**src/rtl/serial_pkg.sv**
```systemverilog
// serial_pkg: shared word-size default, receiver state encoding and parity helper.
package serial_pkg;
    localparam int DATA_WIDTH_BASE = 5;
    typedef enum logic [1:0] {IDLE, SHIFT, WAIT_LATCH} rx_state_t;
    function automatic logic even_parity(input logic [63:0] d);
        return ^d;
    endfunction
endpackage

```
**src/rtl/serial_rx_fsm_if.sv**
```systemverilog
// serial_rx_fsm_if: serial pins from the transmitter plus the word-level handshake to the consumer.
interface serial_rx_fsm_if import serial_pkg::*; #(parameter int DATA_WIDTH_BASE = serial_pkg::DATA_WIDTH_BASE);
    logic                            sck_rx;
    logic                            data_rx;
    logic                            latch_rx;
    logic [2**DATA_WIDTH_BASE-1:0]   rx_data;
    logic                            rx_valid;
    logic                            rx_ready;
    logic                            busy;
    logic                            frame_err;
    logic                            overrun;
    modport slave (
        input  sck_rx, data_rx, latch_rx, rx_ready,
        output rx_data, rx_valid, busy, frame_err, overrun
    );
    modport master (
        output sck_rx, data_rx, latch_rx, rx_ready,
        input  rx_data, rx_valid, busy, frame_err, overrun
    );
endinterface

```
**src/rtl/serial_sync_edge.sv**
```systemverilog
// serial_sync_edge: multi-flop synchronizer followed by a registered rising-edge detector.
module serial_sync_edge #(
    parameter int   SYNC_STAGES = 2,
    parameter logic EDGE        = 1'b1
) (
    input  logic clk,
    input  logic rst,
    input  logic i_d,
    output logic o_q
);
    logic [SYNC_STAGES-1:0] r_sync;
    logic                   r_prev;
    logic                   r_rise;
    always_ff @(posedge clk or posedge rst) begin
        if (rst) begin
            r_sync <= '0;
            r_prev <= 1'b0;
            r_rise <= 1'b0;
        end else begin
            r_sync <= {r_sync[SYNC_STAGES-2:0], i_d};
            r_prev <= r_sync[SYNC_STAGES-1];
            r_rise <= r_sync[SYNC_STAGES-1] & ~r_prev;
        end
    end
    // r_prev lines up in time with r_rise, so a level output samples data with the detected edge
    assign o_q = EDGE ? r_rise : r_prev;
endmodule

```
**src/rtl/serial_rx_fsm.sv**
```systemverilog
// serial_rx_fsm: MSB-first serial word receiver with latch strobe and valid/ready output.
// SERIAL_RX_PARITY_EN adds a trailing even-parity bit checked on commit.
module serial_rx_fsm import serial_pkg::*; #(
    parameter int DATA_WIDTH_BASE = serial_pkg::DATA_WIDTH_BASE,
    parameter int SYNC_STAGES     = 2
) (
    input  logic            clk,
    input  logic            rst,
    serial_rx_fsm_if.slave  bus
);
    localparam int W  = 2**DATA_WIDTH_BASE;
    localparam int CW = DATA_WIDTH_BASE + 1;
`ifdef SERIAL_RX_PARITY_EN
    localparam int BITS = W + 1;
`else
    localparam int BITS = W;
`endif
    logic          w_sck, w_data, w_latch;
    rx_state_t     r_state, w_state_nx;
    logic [W-1:0]  r_shift, w_shift_nx, r_rx_data;
    logic [CW-1:0] r_cnt, w_cnt_nx;
    logic          w_commit, w_ferr, r_rx_valid, r_ferr, r_ovr;
`ifdef SERIAL_RX_PARITY_EN
    logic          r_par, w_par_nx;
`endif
    serial_sync_edge #(.SYNC_STAGES(SYNC_STAGES), .EDGE(1'b1)) u_sck   (.clk(clk), .rst(rst), .i_d(bus.sck_rx),   .o_q(w_sck));
    serial_sync_edge #(.SYNC_STAGES(SYNC_STAGES), .EDGE(1'b0)) u_data  (.clk(clk), .rst(rst), .i_d(bus.data_rx),  .o_q(w_data));
    serial_sync_edge #(.SYNC_STAGES(SYNC_STAGES), .EDGE(1'b1)) u_latch (.clk(clk), .rst(rst), .i_d(bus.latch_rx), .o_q(w_latch));
    always_comb begin
        w_state_nx = r_state;
        w_shift_nx = r_shift;
        w_cnt_nx   = r_cnt;
        w_commit   = 1'b0;
        w_ferr     = 1'b0;
`ifdef SERIAL_RX_PARITY_EN
        w_par_nx   = r_par;
`endif
        case (r_state)
            IDLE: begin
                if (w_latch) begin
                    w_ferr = 1'b1;
                end else if (w_sck) begin
                    w_shift_nx = {{(W-1){1'b0}}, w_data};
                    w_cnt_nx   = CW'(1);
                    w_state_nx = SHIFT;
                end
            end
            SHIFT: begin
                if (w_latch) begin
                    w_ferr     = 1'b1;
                    w_cnt_nx   = '0;
                    w_state_nx = IDLE;
                end else if (w_sck) begin
                    w_cnt_nx = r_cnt + 1'b1;
`ifdef SERIAL_RX_PARITY_EN
                    if (r_cnt == CW'(W)) w_par_nx = w_data; else
`endif
                    w_shift_nx = {r_shift[W-2:0], w_data};
                    if (w_cnt_nx == CW'(BITS)) w_state_nx = WAIT_LATCH;
                end
            end
            WAIT_LATCH: begin
                if (w_latch) begin
`ifdef SERIAL_RX_PARITY_EN
                    w_commit = even_parity(64'(r_shift)) == r_par;
                    w_ferr   = !w_commit;
`else
                    w_commit = 1'b1;
`endif
                    w_cnt_nx   = '0;
                    w_state_nx = IDLE;
                end else if (w_sck) begin
                    w_ferr     = 1'b1;
                    w_cnt_nx   = '0;
                    w_state_nx = IDLE;
                end
            end
            default: w_state_nx = IDLE;
        endcase
    end
    always_ff @(posedge clk or posedge rst) begin
        if (rst) begin
            r_state    <= IDLE;
            r_shift    <= '0;
            r_cnt      <= '0;
            r_rx_data  <= '0;
            r_rx_valid <= 1'b0;
            r_ferr     <= 1'b0;
            r_ovr      <= 1'b0;
`ifdef SERIAL_RX_PARITY_EN
            r_par      <= 1'b0;
`endif
        end else begin
            r_state    <= w_state_nx;
            r_shift    <= w_shift_nx;
            r_cnt      <= w_cnt_nx;
            r_ferr     <= w_ferr;
            // a pending unconsumed word wins over a new commit unless it is taken this cycle
            r_ovr      <= w_commit && r_rx_valid && !bus.rx_ready;
            r_rx_valid <= w_commit || (r_rx_valid && !bus.rx_ready);
            if (w_commit && !(r_rx_valid && !bus.rx_ready)) r_rx_data <= r_shift;
`ifdef SERIAL_RX_PARITY_EN
            r_par      <= w_par_nx;
`endif
        end
    end
    assign bus.rx_data   = r_rx_data;
    assign bus.rx_valid  = r_rx_valid;
    assign bus.busy      = r_state != IDLE;
    assign bus.frame_err = r_ferr;
    assign bus.overrun   = r_ovr;
endmodule
```
**src/flat_wrapper.sv**
```systemverilog
// flat-port wrapper written by rule: the top's interface ports become plain ports
module serial_rx_fsm_flat import serial_pkg::*;
#(
    parameter int DATA_WIDTH_BASE = serial_pkg::DATA_WIDTH_BASE,
    parameter int SYNC_STAGES     = 2
)
  (clk, rst, bus_sck_rx, bus_data_rx, bus_latch_rx, bus_rx_ready, bus_rx_data, bus_rx_valid, bus_busy, bus_frame_err, bus_overrun);
  serial_rx_fsm_if #(.DATA_WIDTH_BASE(DATA_WIDTH_BASE)) bus_i ();
  input  logic clk;
  input  logic rst;
  input wire logic [$bits(bus_i.sck_rx)-1:0] bus_sck_rx;
  input wire logic [$bits(bus_i.data_rx)-1:0] bus_data_rx;
  input wire logic [$bits(bus_i.latch_rx)-1:0] bus_latch_rx;
  input wire logic [$bits(bus_i.rx_ready)-1:0] bus_rx_ready;
  output wire logic [$bits(bus_i.rx_data)-1:0] bus_rx_data;
  output wire logic [$bits(bus_i.rx_valid)-1:0] bus_rx_valid;
  output wire logic [$bits(bus_i.busy)-1:0] bus_busy;
  output wire logic [$bits(bus_i.frame_err)-1:0] bus_frame_err;
  output wire logic [$bits(bus_i.overrun)-1:0] bus_overrun;
  assign bus_i.sck_rx = bus_sck_rx;
  assign bus_i.data_rx = bus_data_rx;
  assign bus_i.latch_rx = bus_latch_rx;
  assign bus_i.rx_ready = bus_rx_ready;
  assign bus_rx_data = bus_i.rx_data;
  assign bus_rx_valid = bus_i.rx_valid;
  assign bus_busy = bus_i.busy;
  assign bus_frame_err = bus_i.frame_err;
  assign bus_overrun = bus_i.overrun;
  serial_rx_fsm #(.DATA_WIDTH_BASE(DATA_WIDTH_BASE), .SYNC_STAGES(SYNC_STAGES)) u_core (.clk(clk), .rst(rst), .bus(bus_i));
endmodule
```
**config.mk**
```make
export PLATFORM = sky130hd
export DESIGN_NAME = serial_rx_fsm_flat
export DESIGN_NICKNAME = d
export VERILOG_FILES = /design/src/rtl/serial_pkg.sv /design/src/rtl/serial_rx_fsm_if.sv /design/src/rtl/serial_sync_edge.sv /design/src/rtl/serial_rx_fsm.sv /design/src/flat_wrapper.sv
export SDC_FILE = /design/constraint.sdc
export NUM_CORES = 1
export LEC_CHECK = 0
export CORE_UTILIZATION = 40
export DETAILED_ROUTE_END_ITERATION = 8
export DONT_BUFFER_PORTS = 1
export HOLD_SLACK_MARGIN = 0.05
export PLACE_DENSITY = 0.57
export REMOVE_ABC_BUFFERS = 1
export SKIP_LAST_GASP = 1
export SYNTH_ARGS = -nofsm -noshare
export SYNTH_HDL_FRONTEND = slang
export SYNTH_SLANG_ARGS = --single-unit
```
**constraint.sdc**
```tcl
create_clock -name clk -period 6.2 [get_ports clk]
set_input_delay 1.55 -clock clk [delete_from_list [all_inputs] [get_ports clk]]
set_output_delay 1.55 -clock clk [all_outputs]
set_load 0.01 [all_outputs]
```
==> impl_metrics.toml <==
[drt]
wirelength_um = 5450
avgRoutedWirePerCell_um = 16.3
drt-pass1-iter-count = 4
final_antenna_net_count = 0
viasPerCell = 5.45
via_count = 1820
drt_iter0_drc = 91
drc = 0

[critical_path]
startpoint_type = "flop"
cp.arrival_ps = 1310
crit_path_max_incr_delay_ps = 430
end_kind = "output pin"
cp_slowest_cell = "dfrtp_1"
worstSetupPathType = "reg2out"
crit_fanout = 5
cp_cell_sequence = "inv_1 -> ha_1 -> inv_1"
critical_path_required_ps = 4650
path_common_cell = "inv_1"

[clock_network]
cts_resized = 0
numCtsBuffers = 9
root_buffer = "clkbuf_8"
postCtsHoldBufs = 0
cts_tree = "yes"
h-tree-depth = 3
clock_latency_ps = 350
clk_pin_slew_worst_paths_ps = 80
cts_buffer_depth = 2
cts_sinks = 86
post-cts-setup-buffers = 0

[yosys]
synthAdderAreaFrac = 0.0188
yosysSeqAreaShare = 0.646
synthesis.area_sq_um = 3330
avgSynthCellArea_sq_um = 14.7
yosysWarnings = 0
synth-compound-area-share = 0.125
synthXorXnorAreaFrac = 0
synth_top_family_by_area = "compound AO/OA/AOI/OAI gates"
synthMuxAreaShare = 0.118
ys_ff_latch = 86
async_flop_share = 1.00
synth_simple_gate_area_share = 0.0642
synth.distinct_cells = 37
synth_top_flop_cell = "dfrtp_1"
syn_inst = 227
synth-edff-count = 0

[floorplanning]
row_count = 32
ioPinCount = 42
die_x_um = 93.3
die_h_um = 93.3
die-area_sq_um = 8700
coreArea_sq_um = 7890
start_util = 0.422

[global_route]
grt_use_total = 0.144
grt_pass1_wl_um = 9520
antenna_found_initial = 0
grt_remaining_overflow = 0
grt_pass1_vias = 1826
grt_start_max_net_pins = 64

[placed_design]
place.gp.congestion = 0.773
hpwl_um = 3340
dp.cells = 319
pre_cts_slack_ps = 3140
postPlaceCellArea_sq_um = 3410
port-buffer-count = 0

[timing]
finalHoldViolations = 0
rsz0062_at_grt = "false"
clock_skew_ps = 8.52
fmax_mhz = 349
min_period_ps = 2860
final_max_slew_viol_count = 0
slew_headroom = 0.236
finalCritPeriodShare = 0.462
hold_ws_ps = 352
setup_tns_ps = 0
tightest_slew_ps = 1150
setup_ws_ps = 3340
setup_violations = 0

[layout]
stdcell_area_sq_um = 3620
diodes = 0
layoutNonFillerInstCount = 334
layout-drive-gt1-share = 0.237
final_cell_mix = "dfrtp_1 (86), a22o_1 (31), mux2_2 (28), clkbuf_8 (9)"
n_fill_cell = 690
final_common_cell = "dfrtp_1"
syn2layout_area_growth_pct = 8.72
nNetsFinal = 239
utilization = 0.459

[power_and_ir_drop]
irDropWorstVdd_mv = 0.167
leakagePower_nw = 1.74
fin_total_pwr_mw = 1.14
powerDensity_nw_per_um2 = 316

[outcome]
status = "finished, final reports clean"

[hold_path]
min_path_type = "reg2reg"

[job]
cap_violations = 0
[worst paths after layout]
kind	slack, ps	start	cells after the start	endpoint
setup / recovery	3340	u_core.r_state[0]	3	bus_busy
max in group asynchronous	4040	rst	2	u_core.bus.frame_err
hold / removal	350	u_core.u_data.r_sync[0]	0	u_core.u_data.r_sync[1]
setup reg to reg	3510	u_core.r_state[1]	5	u_core.r_shift[10]
min in group asynchronous	1060	rst	1	u_core.u_latch.r_sync[1]
hold reg to reg	350	u_core.u_data.r_sync[0]	0	u_core.u_data.r_sync[1]
[worst max-delay path: cells and delay by family (launching register included)]
kind       cells  cell delay (ps)
flops          1              430
buf+inv        2              270
fa+ha+maj      1              270
[state kept, by name, indices dropped and copies added, names as in the netlist, 2 cells and up]
| signal | count |
|---|---|
| u_core.u_latch.r_sync | 2 |
| u_core.r_state | 2 |
| u_core.u_sck.r_sync | 2 |
| u_core.r_shift | 32 |
| u_core.u_data.r_sync | 2 |
| u_core.r_cnt | 6 |
| u_core.bus.rx_data | 32 |
[area by class of cell]
class                      count  area [sq um]  area share
multi-input combinational    124          1100       0.303
sequential                    86          2150       0.594
clock buffer                   9           124      0.0342
inverter                       5          20.0     0.00553
timing repair buffer           2          15.0     0.00415
clock inverter                 6          86.3      0.0238
tap                          102           128      0.0352
[report_power, final]
group	total, mW	internal, mW	switching (mW)
Clock	0.415	0.225	0.191
Sequential	0.635	0.600	0.0349
Combinational	0.0932	0.0423	0.0509
Total	1.14	0.867	0.276
[per-layer routing]
layer | vias up | GRT usage | routed length [um]
met5 | - | 0 | 0
met4 | 0 | 0.0615 | 95
met3 | 11 | 0.0569 | 343
met2 | 43 | 0.205 | 2490
met1 | 945 | 0.195 | 2530
li1 | 821 | - | -
[cells in the mapped netlist (2+ instances only)]
cell	n	area (sq um)
o21ai_1	4	20.0
inv_1	5	18.8
dfrtp_1	86	2150
mux2i_1	2	20.0
and2_1	2	12.5
nand2_1	5	18.8
nand2b_2	2	17.5
buf_2	6	30.0
nand3b_1	2	15.0
o21ai_0	4	20.0
nand2b_1	2	12.5
nor2_1	3	11.3
a22o_1	31	272
nor2b_1	6	37.5
nand3_1	5	25.0
ha_1	5	62.6
mux2_2	28	315
buf_4	6	45.0
mux2_1	5	56.3
[cells by family after synthesis]
kind of cell	after synthesis
adders and majority gates	5
DFF	86
muxes	35
and+or+nand+nor	34
buffers and inverters	17
AOI/OAI and AO/OA	50
No activity file was read; power rests on OpenSTA's default activity.
